===== src/rtl/mlp_seq_engine_if.sv =====
// rtl/mlp_seq_engine_if.sv - start/config/result bundle for the sequential MLP engine
interface mlp_seq_engine_if #(
  parameter int NUM_FEATURES      = 4,
  parameter int HIDDEN_WIDTH      = 4,
  parameter int NUM_HIDDEN_LAYERS = 1,
  parameter int NUM_CLASSES       = 3,
  parameter int FP_TOTAL_BITS     = 16
);
  localparam int NL   = NUM_HIDDEN_LAYERS + 1;
  localparam int D_FH = (NUM_FEATURES > HIDDEN_WIDTH) ? NUM_FEATURES : HIDDEN_WIDTH;
  localparam int D    = (D_FH > NUM_CLASSES) ? D_FH : NUM_CLASSES;
  localparam int LW   = (NL > 1) ? $clog2(NL) : 1;
  localparam int CW   = (D > 1) ? $clog2(D) : 1;
  localparam int KW   = (NUM_CLASSES > 1) ? $clog2(NUM_CLASSES) : 1;

  logic                                         start;
  logic [NUM_FEATURES-1:0][FP_TOTAL_BITS-1:0]   x;
  logic                                         cfg_we;
  logic                                         cfg_bias;
  logic [LW-1:0]                                cfg_layer;
  logic [CW-1:0]                                cfg_row;
  logic [CW-1:0]                                cfg_col;
  logic [FP_TOTAL_BITS-1:0]                     cfg_wdata;
  logic                                         busy;
  logic [NUM_CLASSES-1:0][FP_TOTAL_BITS-1:0]    mlp_out;
  logic [KW-1:0]                                class_idx;
  logic                                         sat_flag;
  logic                                         done;

  modport master (
    output start, x, cfg_we, cfg_bias, cfg_layer, cfg_row, cfg_col, cfg_wdata,
    input  busy, mlp_out, class_idx, sat_flag, done
  );

  modport slave (
    input  start, x, cfg_we, cfg_bias, cfg_layer, cfg_row, cfg_col, cfg_wdata,
    output busy, mlp_out, class_idx, sat_flag, done
  );
endinterface


===== src/rtl/mlp_seq_engine.sv =====
// rtl/mlp_seq_engine.sv - multi-layer perceptron on one time-multiplexed MAC
module mlp_seq_engine #(
  parameter int NUM_FEATURES      = 4,
  parameter int HIDDEN_WIDTH      = 4,
  parameter int NUM_HIDDEN_LAYERS = 1,
  parameter int NUM_CLASSES       = 3,
  parameter int FP_TOTAL_BITS     = 16,
  parameter int FP_FRAC_BITS      = 8
) (
  input  logic               clk,
  input  logic               reset,
  mlp_seq_engine_if.slave    bus
);
  localparam int W     = FP_TOTAL_BITS;
  localparam int F     = FP_FRAC_BITS;
  localparam int NL    = NUM_HIDDEN_LAYERS + 1;
  localparam int D_FH  = (NUM_FEATURES > HIDDEN_WIDTH) ? NUM_FEATURES : HIDDEN_WIDTH;
  localparam int D     = (D_FH > NUM_CLASSES) ? D_FH : NUM_CLASSES;
  localparam int ACC_W = 2 * W + $clog2(D + 1);
  localparam int LW    = (NL > 1) ? $clog2(NL) : 1;
  localparam int CW    = (D > 1) ? $clog2(D) : 1;
  localparam int KW    = (NUM_CLASSES > 1) ? $clog2(NUM_CLASSES) : 1;
  localparam int NR    = 1 << CW;
  localparam int NLR   = 1 << LW;

  localparam logic signed [ACC_W-1:0] SAT_MAX = {{(ACC_W-W+1){1'b0}}, {(W-1){1'b1}}};
  localparam logic signed [ACC_W-1:0] SAT_MIN = {{(ACC_W-W+1){1'b1}}, {(W-1){1'b0}}};
  localparam logic signed [W-1:0]     W_MAX   = {1'b0, {(W-1){1'b1}}};
  localparam logic signed [W-1:0]     W_MIN   = {1'b1, {(W-1){1'b0}}};

  typedef enum logic [1:0] {S_IDLE, S_MAC, S_WRITE, S_DONE} state_t;

  state_t                    state;

  // Parameter storage sized to the full address space so any cfg address is legal
  logic signed [W-1:0]       w_mem [NLR][NR][NR];
  logic signed [W-1:0]       b_mem [NLR][NR];

  // Ping-pong activation buffers; sel=0 means layer input is in act_a
  logic signed [W-1:0]       act_a [NR];
  logic signed [W-1:0]       act_b [NR];
  logic                      sel;

  logic [LW-1:0]             layer;
  logic [CW-1:0]             row;
  logic [CW-1:0]             col;
  logic signed [ACC_W-1:0]   acc;

  logic signed [W-1:0]       best_val;
  logic [KW-1:0]             best_idx;

  logic                      busy_r;
  logic                      done_r;
  logic                      sat_r;
  logic [NUM_CLASSES-1:0][W-1:0] out_r;
  logic [KW-1:0]             class_r;

  logic signed [W-1:0]       act_cur;
  logic signed [W-1:0]       w_cur;
  logic signed [W-1:0]       b_cur;
  logic signed [2*W-1:0]     prod;
  logic signed [ACC_W-1:0]   prod_ext;
  logic signed [ACC_W-1:0]   bias_ext;
  logic signed [ACC_W-1:0]   sum;
  logic signed [ACC_W-1:0]   r_full;
  logic                      clip_hi;
  logic                      clip_lo;
  logic signed [W-1:0]       r_sat;
  logic signed [W-1:0]       r_act;
  logic                      last_layer;
  logic [CW-1:0]             n_in_last;
  logic [CW-1:0]             n_out_last;
  logic                      take_best;

  assign bus.busy      = busy_r;
  assign bus.done      = done_r;
  assign bus.sat_flag  = sat_r;
  assign bus.mlp_out   = out_r;
  assign bus.class_idx = class_r;

  // Datapath: current product, neuron result with floor shift, clip and ReLU
  always_comb begin
    act_cur    = sel ? act_b[col] : act_a[col];
    w_cur      = w_mem[layer][row][col];
    b_cur      = b_mem[layer][row];
    prod       = $signed({{W{act_cur[W-1]}}, act_cur}) * $signed({{W{w_cur[W-1]}}, w_cur});
    prod_ext   = {{(ACC_W-2*W){prod[2*W-1]}}, prod};
    bias_ext   = {{(ACC_W-W){b_cur[W-1]}}, b_cur};
    sum        = acc + (bias_ext <<< F);
    r_full     = sum >>> F;
    clip_hi    = (r_full > SAT_MAX);
    clip_lo    = (r_full < SAT_MIN);
    last_layer = (layer == LW'(NL - 1));
    n_in_last  = (layer == '0) ? CW'(NUM_FEATURES - 1) : CW'(HIDDEN_WIDTH - 1);
    n_out_last = last_layer ? CW'(NUM_CLASSES - 1) : CW'(HIDDEN_WIDTH - 1);
    if (clip_hi) begin
      r_sat = W_MAX;
    end else if (clip_lo) begin
      r_sat = W_MIN;
    end else begin
      r_sat = r_full[W-1:0];
    end
    r_act = (!last_layer && r_sat[W-1]) ? '0 : r_sat;
    take_best = (row == '0) || (r_act > best_val);
  end

  // Config writes land only while idle; contents survive reset
  always_ff @(posedge clk) begin
    if (bus.cfg_we && state == S_IDLE) begin
      if (bus.cfg_bias) begin
        b_mem[bus.cfg_layer][bus.cfg_row] <= bus.cfg_wdata;
      end else begin
        w_mem[bus.cfg_layer][bus.cfg_row][bus.cfg_col] <= bus.cfg_wdata;
      end
    end
  end

  // Sequencer: one MAC per cycle, one WRITE per neuron, layer-by-layer
  always_ff @(posedge clk) begin
    if (reset) begin
      state    <= S_IDLE;
      busy_r   <= 1'b0;
      done_r   <= 1'b0;
      sat_r    <= 1'b0;
      out_r    <= '0;
      class_r  <= '0;
      sel      <= 1'b0;
      layer    <= '0;
      row      <= '0;
      col      <= '0;
      acc      <= '0;
      best_val <= '0;
      best_idx <= '0;
      for (int i = 0; i < NR; i++) begin
        act_a[i] <= '0;
        act_b[i] <= '0;
      end
    end else begin
      case (state)
        S_IDLE: begin
          done_r <= 1'b0;
          if (bus.start) begin
            for (int i = 0; i < NR; i++) begin
              if (i < NUM_FEATURES) begin
                act_a[i] <= bus.x[i];
              end else begin
                act_a[i] <= '0;
              end
            end
            acc    <= '0;
            sat_r  <= 1'b0;
            busy_r <= 1'b1;
            sel    <= 1'b0;
            layer  <= '0;
            row    <= '0;
            col    <= '0;
            state  <= S_MAC;
          end
        end
        S_MAC: begin
          acc <= acc + prod_ext;
          if (col == n_in_last) begin
            col   <= '0;
            state <= S_WRITE;
          end else begin
            col <= col + 1'b1;
          end
        end
        S_WRITE: begin
          acc <= '0;
          if (clip_hi || clip_lo) begin
            sat_r <= 1'b1;
          end
          if (last_layer) begin
            out_r[row] <= r_act;
            if (take_best) begin
              best_val <= r_act;
              best_idx <= KW'(row);
            end
          end else if (sel) begin
            act_a[row] <= r_act;
          end else begin
            act_b[row] <= r_act;
          end
          if (row == n_out_last) begin
            row <= '0;
            if (last_layer) begin
              class_r <= take_best ? KW'(row) : best_idx;
              done_r  <= 1'b1;
              state   <= S_DONE;
            end else begin
              layer <= layer + 1'b1;
              sel   <= ~sel;
              state <= S_MAC;
            end
          end else begin
            row   <= row + 1'b1;
            state <= S_MAC;
          end
        end
        S_DONE: begin
          done_r <= 1'b0;
          busy_r <= 1'b0;
          state  <= S_IDLE;
        end
        default: state <= S_IDLE;
      endcase
    end
  end
endmodule

===== src/flat_wrapper.sv =====
// flat-port wrapper written by rule: the top's interface ports become plain ports
module mlp_seq_engine_flat 
#(
  parameter int NUM_FEATURES      = 4,
  parameter int HIDDEN_WIDTH      = 4,
  parameter int NUM_HIDDEN_LAYERS = 1,
  parameter int NUM_CLASSES       = 3,
  parameter int FP_TOTAL_BITS     = 16,
  parameter int FP_FRAC_BITS      = 8
)
  (clk, reset, bus_start, bus_x, bus_cfg_we, bus_cfg_bias, bus_cfg_layer, bus_cfg_row, bus_cfg_col, bus_cfg_wdata, bus_busy, bus_mlp_out, bus_class_idx, bus_sat_flag, bus_done);
  mlp_seq_engine_if #(.NUM_FEATURES(NUM_FEATURES), .HIDDEN_WIDTH(HIDDEN_WIDTH), .NUM_HIDDEN_LAYERS(NUM_HIDDEN_LAYERS), .NUM_CLASSES(NUM_CLASSES), .FP_TOTAL_BITS(FP_TOTAL_BITS)) bus_i ();
  input  logic clk;
  input  logic reset;
  input wire logic [$bits(bus_i.start)-1:0] bus_start;
  input wire logic [$bits(bus_i.x)-1:0] bus_x;
  input wire logic [$bits(bus_i.cfg_we)-1:0] bus_cfg_we;
  input wire logic [$bits(bus_i.cfg_bias)-1:0] bus_cfg_bias;
  input wire logic [$bits(bus_i.cfg_layer)-1:0] bus_cfg_layer;
  input wire logic [$bits(bus_i.cfg_row)-1:0] bus_cfg_row;
  input wire logic [$bits(bus_i.cfg_col)-1:0] bus_cfg_col;
  input wire logic [$bits(bus_i.cfg_wdata)-1:0] bus_cfg_wdata;
  output wire logic [$bits(bus_i.busy)-1:0] bus_busy;
  output wire logic [$bits(bus_i.mlp_out)-1:0] bus_mlp_out;
  output wire logic [$bits(bus_i.class_idx)-1:0] bus_class_idx;
  output wire logic [$bits(bus_i.sat_flag)-1:0] bus_sat_flag;
  output wire logic [$bits(bus_i.done)-1:0] bus_done;
  assign bus_i.start = bus_start;
  assign bus_i.x = bus_x;
  assign bus_i.cfg_we = bus_cfg_we;
  assign bus_i.cfg_bias = bus_cfg_bias;
  assign bus_i.cfg_layer = bus_cfg_layer;
  assign bus_i.cfg_row = bus_cfg_row;
  assign bus_i.cfg_col = bus_cfg_col;
  assign bus_i.cfg_wdata = bus_cfg_wdata;
  assign bus_busy = bus_i.busy;
  assign bus_mlp_out = bus_i.mlp_out;
  assign bus_class_idx = bus_i.class_idx;
  assign bus_sat_flag = bus_i.sat_flag;
  assign bus_done = bus_i.done;
  mlp_seq_engine #(.NUM_FEATURES(NUM_FEATURES), .HIDDEN_WIDTH(HIDDEN_WIDTH), .NUM_HIDDEN_LAYERS(NUM_HIDDEN_LAYERS), .NUM_CLASSES(NUM_CLASSES), .FP_TOTAL_BITS(FP_TOTAL_BITS), .FP_FRAC_BITS(FP_FRAC_BITS)) u_core (.clk(clk), .reset(reset), .bus(bus_i));
endmodule

===== config.mk =====
export PLATFORM = sky130hd
export DESIGN_NAME = mlp_seq_engine_flat
export DESIGN_NICKNAME = d
export VERILOG_FILES = /design/src/rtl/mlp_seq_engine_if.sv /design/src/rtl/mlp_seq_engine.sv /design/src/flat_wrapper.sv
export SDC_FILE = /design/constraint.sdc
export NUM_CORES = 2
export LEC_CHECK = 0
export BUFFER_PORTS_ARGS = -buffer_cell sky130_fd_sc_hd__buf_2
export CORE_MARGIN = 8
export CORE_UTILIZATION = 55
export CTS_CLUSTER_SIZE = 16
export DETAILED_ROUTE_END_ITERATION = 12
export GPL_ROUTABILITY_DRIVEN = 0
export PLACE_DENSITY = 0.77
export SYNTH_ARGS = -nofsm -noshare
export SYNTH_HDL_FRONTEND = slang
export SYNTH_SLANG_ARGS = --single-unit

===== constraint.sdc =====
create_clock -name clk -period 28.3 [get_ports clk]
set_clock_uncertainty 0.2 [all_clocks]
set_input_delay 5.66 -clock clk [delete_from_list [all_inputs] [get_ports clk]]
set_output_delay 5.66 -clock clk [all_outputs]
set_load 0.01 [all_outputs]

=== Word level (Yosys, flattened, before mapping) ===
Memories as Yosys holds them, arrays and structs flattened. A register that Yosys moved wholly into a read port is not among the register bits.
Cells that the tools add are included.
Widths: inputs -> output; s select.

* $add $sub $neg: 5
* Multiply operators: 1
* Magnitude comparators: 11
* Equality and inequality tests: 11
* Muxes and demuxes: 90
* Bitwise logic cells: 9
* Reductions and logical operators: 30

{| class="wikitable"
|+ Operator list
! kind !! count
|-
| $mux 16 || 17
|-
| $mux 256 || 1
|-
| $mux 64 || 4
|-
| $bmux 64 s2 || 1
|-
| $demux 64 s2 || 1
|-
| $pmux 35 s3 || 1
|-
| $demux 16 s2 || 3
|-
| $bmux 16 s2 || 2
|-
| $bwmux 48 || 1
|-
| $mux 1 || 36
|-
| $add 35x24->35 || 1
|-
| $add 35x32->35 || 1
|-
| $mux 35 || 1
|-
| $mul 16x16->32 || 1
|-
| $reduce_or 16->1 || 2
|-
| $mux 2 || 14
|-
| $gt 27x16->1 const B || 1
|-
| $lt 27x16->1 const B || 1
|-
| $gt 16x16->1 || 1
|-
| $reduce_and 3->1 || 5
|-
| $ge 3x3->1 const B || 4
|-
| $not 2->3 || 4
|-
| $reduce_and 2->1 || 6
|-
| $pmux 1 s2 || 5
|-
| 22 further kinds || 43
|}

* Register bits: 114
* Bits in writable memories: 768
* Bits of input ports: 90
* Output and inout bits: 53
* Logic and storage cells: 176
* Memories kept: 4

{| class="wikitable"
|+ Memory list
! memory !! words !! width !! read ports !! clocked after memory_dff !! write ports !! RTL line !! RTL
|-
| u_core.w_mem || 2 || 256 || 1 || 1 || 1 || mlp_seq_engine.sv:36 || <nowiki>logic signed [W-1:0] w_mem [NLR][NR][NR];</nowiki>
|-
| u_core.b_mem || 2 || 64 || 1 || 1 || 1 || mlp_seq_engine.sv:37 || <nowiki>logic signed [W-1:0] b_mem [NLR][NR];</nowiki>
|-
| u_core.act_a || 4 || 16 || 1 || 1 || 4 || mlp_seq_engine.sv:40 || <nowiki>logic signed [W-1:0] act_a [NR];</nowiki>
|-
| u_core.act_b || 4 || 16 || 1 || 1 || 4 || mlp_seq_engine.sv:41 || <nowiki>logic signed [W-1:0] act_b [NR];</nowiki>
|}

=== Logic depth before layout (Yosys ltp) ===
* Depth in word-level cells: 13
* Depth in mapped cells: 36
* Depth with buffers taken out: 29

=== Worst setup path before layout ===
OpenSTA, ideal clock, no wires.

* Path type: register -> register
* From: reg (tool-made name)
* To: reg u_core.acc[33]
* Setup time: 120 ps
* Data arrival time: 8,581 ps
* Data required time: 27,980 ps
* Setup slack: 19,400 ps
* Stages on the path, launching flop included: 32
* Buffers on the path: 5
* Clock period less this slack: 8,900 ps
* Cell sequence: dfxtp_1 > buf_2 > buf_1 > buf_2 > buf_2 > mux4_2 > o22ai_1 > nor2_1 > a21oi_1 > clkbuf_1 > nor2_1 > fa_1 > fa_1 > inv_1 > fa_1 > inv_1 > fa_1 > inv_1 > fa_1 > inv_1 > fa_1 > ha_1 > and4_1 > nand2_1 > o21a_1 > a311oi_1 > nor2_1 > o311ai_0 > o41ai_1 > o21ai_0 > nor4b_1 > a211o_1

{| class="wikitable"
|+ RTL lines
! element !! RTL line !! RTL
|-
| to (signal assigned) || mlp_seq_engine.sv:161 || <nowiki>acc <= acc + prod_ext;</nowiki>
|-
| to (decl) || mlp_seq_engine.sv:47 || <nowiki>logic signed [ACC_W-1:0] acc;</nowiki>
|}

==> flow_metrics.py <==
metrics = {
    "worst_setup_path": {
        "rr_endpoint": "u_core.acc[33]",
        "slowest_delay_ps": 950,
        "worstPathMaxFanout": 60,
        "reg2reg_depth": 32,
        "cp.required_ps": 28630,
        "timing.critical_path.slowest_stage_cell": "buf_4",
        "crit_family": "adder cells",
        "reg2reg_slack_ps": 16740,
        "crit_path_end_kind": "register",
        "worst_ep_arrival_time_ps": 11890,
        "cp_common_cell": "fa_1",
        "critPathLaunchType": "register",
        "crit_type": "reg2reg",
        "cp_num_buf_inv": 9,
    },
    "route": {
        "drcViolationCount": 0,
        "firstDrtPassIters": 6,
        "wl_per_cell_um": 24.78,
        "drt_iter0_markers": 3613,
        "routed_wl_um": 123500,
        "viasPerCell": 6.162,
        "drtAntennaViolNets": 0,
        "num_vias": 30710,
    },
    "sta": {
        "tns_ps": 0,
        "period_minus_slack_ps": 11560,
        "fmax_ghz": 0.08649,
        "hold_viol": 0,
        "timing.final.crit_share_pct": 40.86,
        "relSlewSlack_pct": 20.03,
        "rsz0062_at_grt": "no",
        "worstMarginPinSlew_ps": 1195,
        "final-setup-viol-count": 0,
        "drv_slew": 0,
    },
    "worst_hold_path": {
        "holdPathEnd": "u_core.bus.mlp_out[12]",
        "hold_depth": 2,
        "hold_class": "reg2reg",
        "worstHoldStart": "u_core.bus.mlp_out[12]",
    },
    "cells_and_area": {
        "final_cells": 4983,
        "drive_gt1_share_pct": 18.40,
        "synthToLayoutAreaGrowth_pct": 10.36,
        "final_common_cell": "edfxtp_1",
        "fillCellCount": 6363,
        "final_nets": 4309,
        "final_cell_mix": "768 x edfxtp_1, 331 x nor2_1, 322 x inv_1",
    },
    "synth": {
        "yosys.area.top_type_share_pct": 47.75,
        "syn-instance-count": 3603,
        "synth.area.top_cells": "edfxtp_1 48%, fa_1 13%, mux4_2 6.0%",
        "synth_edf_count": 768,
        "synth_area_leader_cell": "edfxtp_1",
        "synth_seq_area_share_pct": 52.60,
        "ys_seq_elements": 885,
        "avgSynthCellArea_sq_um": 13.41,
        "ys.flop_type": "edfxtp_1",
        "syn_area_sq_um": 48300,
        "yosysWarnings": 0,
        "synth-async-reset-ratio_pct": 0,
        "ys_types": 82,
    },
    "clock_network": {
        "numClockSinks": 885,
        "cts-htree-levels": 3,
        "clk_latency_ps": 640,
        "hold_buffers": 0,
        "postCtsSetupBuffers": 0,
        "cts-root-buf": "clkbuf_16",
        "numCtsBuffers": 87,
        "clock_path_buffers": 3,
        "cts.clk_slew.worst_paths_ps": 60,
        "cts_tree": "done",
        "cts_resized": 0,
    },
    "floorplan": {
        "io_pins": 143,
        "core_sq_um": 86890,
        "dieArea_sq_um": 97550,
        "chipHeight_um": 312.3,
        "initial_core_util_pct": 55.59,
        "die_w_um": 312.3,
        "num_rows": 108,
    },
    "global_routing": {
        "grt_max_degree": 65,
        "grt-ovfl-total": 0,
        "antenna_found_initial": 3,
        "grt_pass1_vias": 31350,
        "track_usage_pct": 24.93,
        "grt_pass1_wl_um": 187300,
    },
    "placement": {
        "dpl.cell_count": 4819,
        "port_buffers": 142,
        "dp.final_hpwl_um": 81950,
    },
    "status": {
        "status": "finished, final reports clean",
    },
    "job": {
        "cap_violations": 0,
    },
}
-- cell families after synthesis --
group	count (synthesis)	synth area share (%)
flip-flops	885	52.60
AND/OR/NAND/NOR	873	8.629
AO/OA/AOI/OAI	542	7.510
buffers and inverters	501	4.225
adder cells (fa/ha/maj)	466	16.91
multiplexers	283	9.181
XOR/XNOR	52	0.9429
other	1	0.007764
-- through the flow --
step / util, % / setup slack, ps / hold slack (ps) / cell area (sq um)
after floorplan: - / 19400 / 225.0 / 48310
after detailed placement: 57.96 / 16730 / 235.5 / 50360
after global placement: 57.96 / 16900 / 233.0 / 50360
after global routing: 61.34 / 15960 / 272.3 / 53300
final: 61.35 / 16740 / 248.5 / 53300
after CTS: 61.34 / 16760 / 248.1 / 53290
-- sequential cells by signal (all words and copies together) (netlist names), 16 cells and up, named ones only --
name	flops
u_core.w_mem	512
u_core.act_a	64
u_core.b_mem	128
u_core.acc	35
u_core.best_val	16
u_core.bus.mlp_out	48
u_core.act_b	64
-- per-layer routing --
metal | part of all wire (%) | up-vias | global-route usage (%)
met5 | 0 | - | 0
met4 | 3.7 | 0 | 9.101
met3 | 9.3 | 320 | 4.772
met2 | 49 | 1669 | 41.55
met1 | 38 | 15470 | 32.66
li1 | - | 13250 | -
-- worst min-delay path, cell delays in order (launching register included) --
cell and delay (ps):
dfxtp_1 320, nand2_1 60, o21ai_2 40
-- synth_stat cells (all sizes together) (4+ instances only) --
library cell	number
nand3	45
and2	15
a21oi	131
a211oi	23
mux2i	155
xnor2	35
a22oi	17
or2	136
clkbuf	121
o22ai	35
fa	311
o221ai	65
a31oi	5
o21bai	10
or4	4
inv	322
o31ai	4
o2111ai	4
nand4	10
nor3	34
nor4	5
ha	155
dfxtp	117
mux4	128
o21a	18
o21ai	161
nor2b	7
nand3b	8
edfxtp	768
nand2b	25
a21o	31
nor2	335
buf	56
nor4b	5
o211ai	5
xor2	17
o31a	4
nand2	214
and3	13
or3	8
-- area by class of cell --
class | count | area (sq um) | area share, %
clock buffer | 114 | 2372 | 4.451
antenna | 2 | 5.005 | 0.009389
sequential | 885 | 25410 | 47.68
timing repair buffer | 236 | 1416 | 2.657
inverter | 323 | 1212 | 2.275
clock inverter | 48 | 556.8 | 1.045
tap | 1155 | 1445 | 2.711
multi-input combinational | 2220 | 20880 | 39.18
-- worst max path at each step --
stage / cells after the start / slack [ps] / start / endpoint
after CTS: 32 / 16760 / register / u_core.acc[33]
final: 32 / 16740 / register / u_core.acc[33]
after global placement: 30 / 16900 / register / u_core.acc[33]
after detailed placement: 30 / 16730 / register / u_core.acc[33]
after floorplan: 31 / 19400 / register / u_core.acc[33]
after global routing: 32 / 15960 / register / u_core.acc[33]
Power is not shown: default switching activity piles up to over one toggle a cycle in this logic, so the estimate is an artifact.
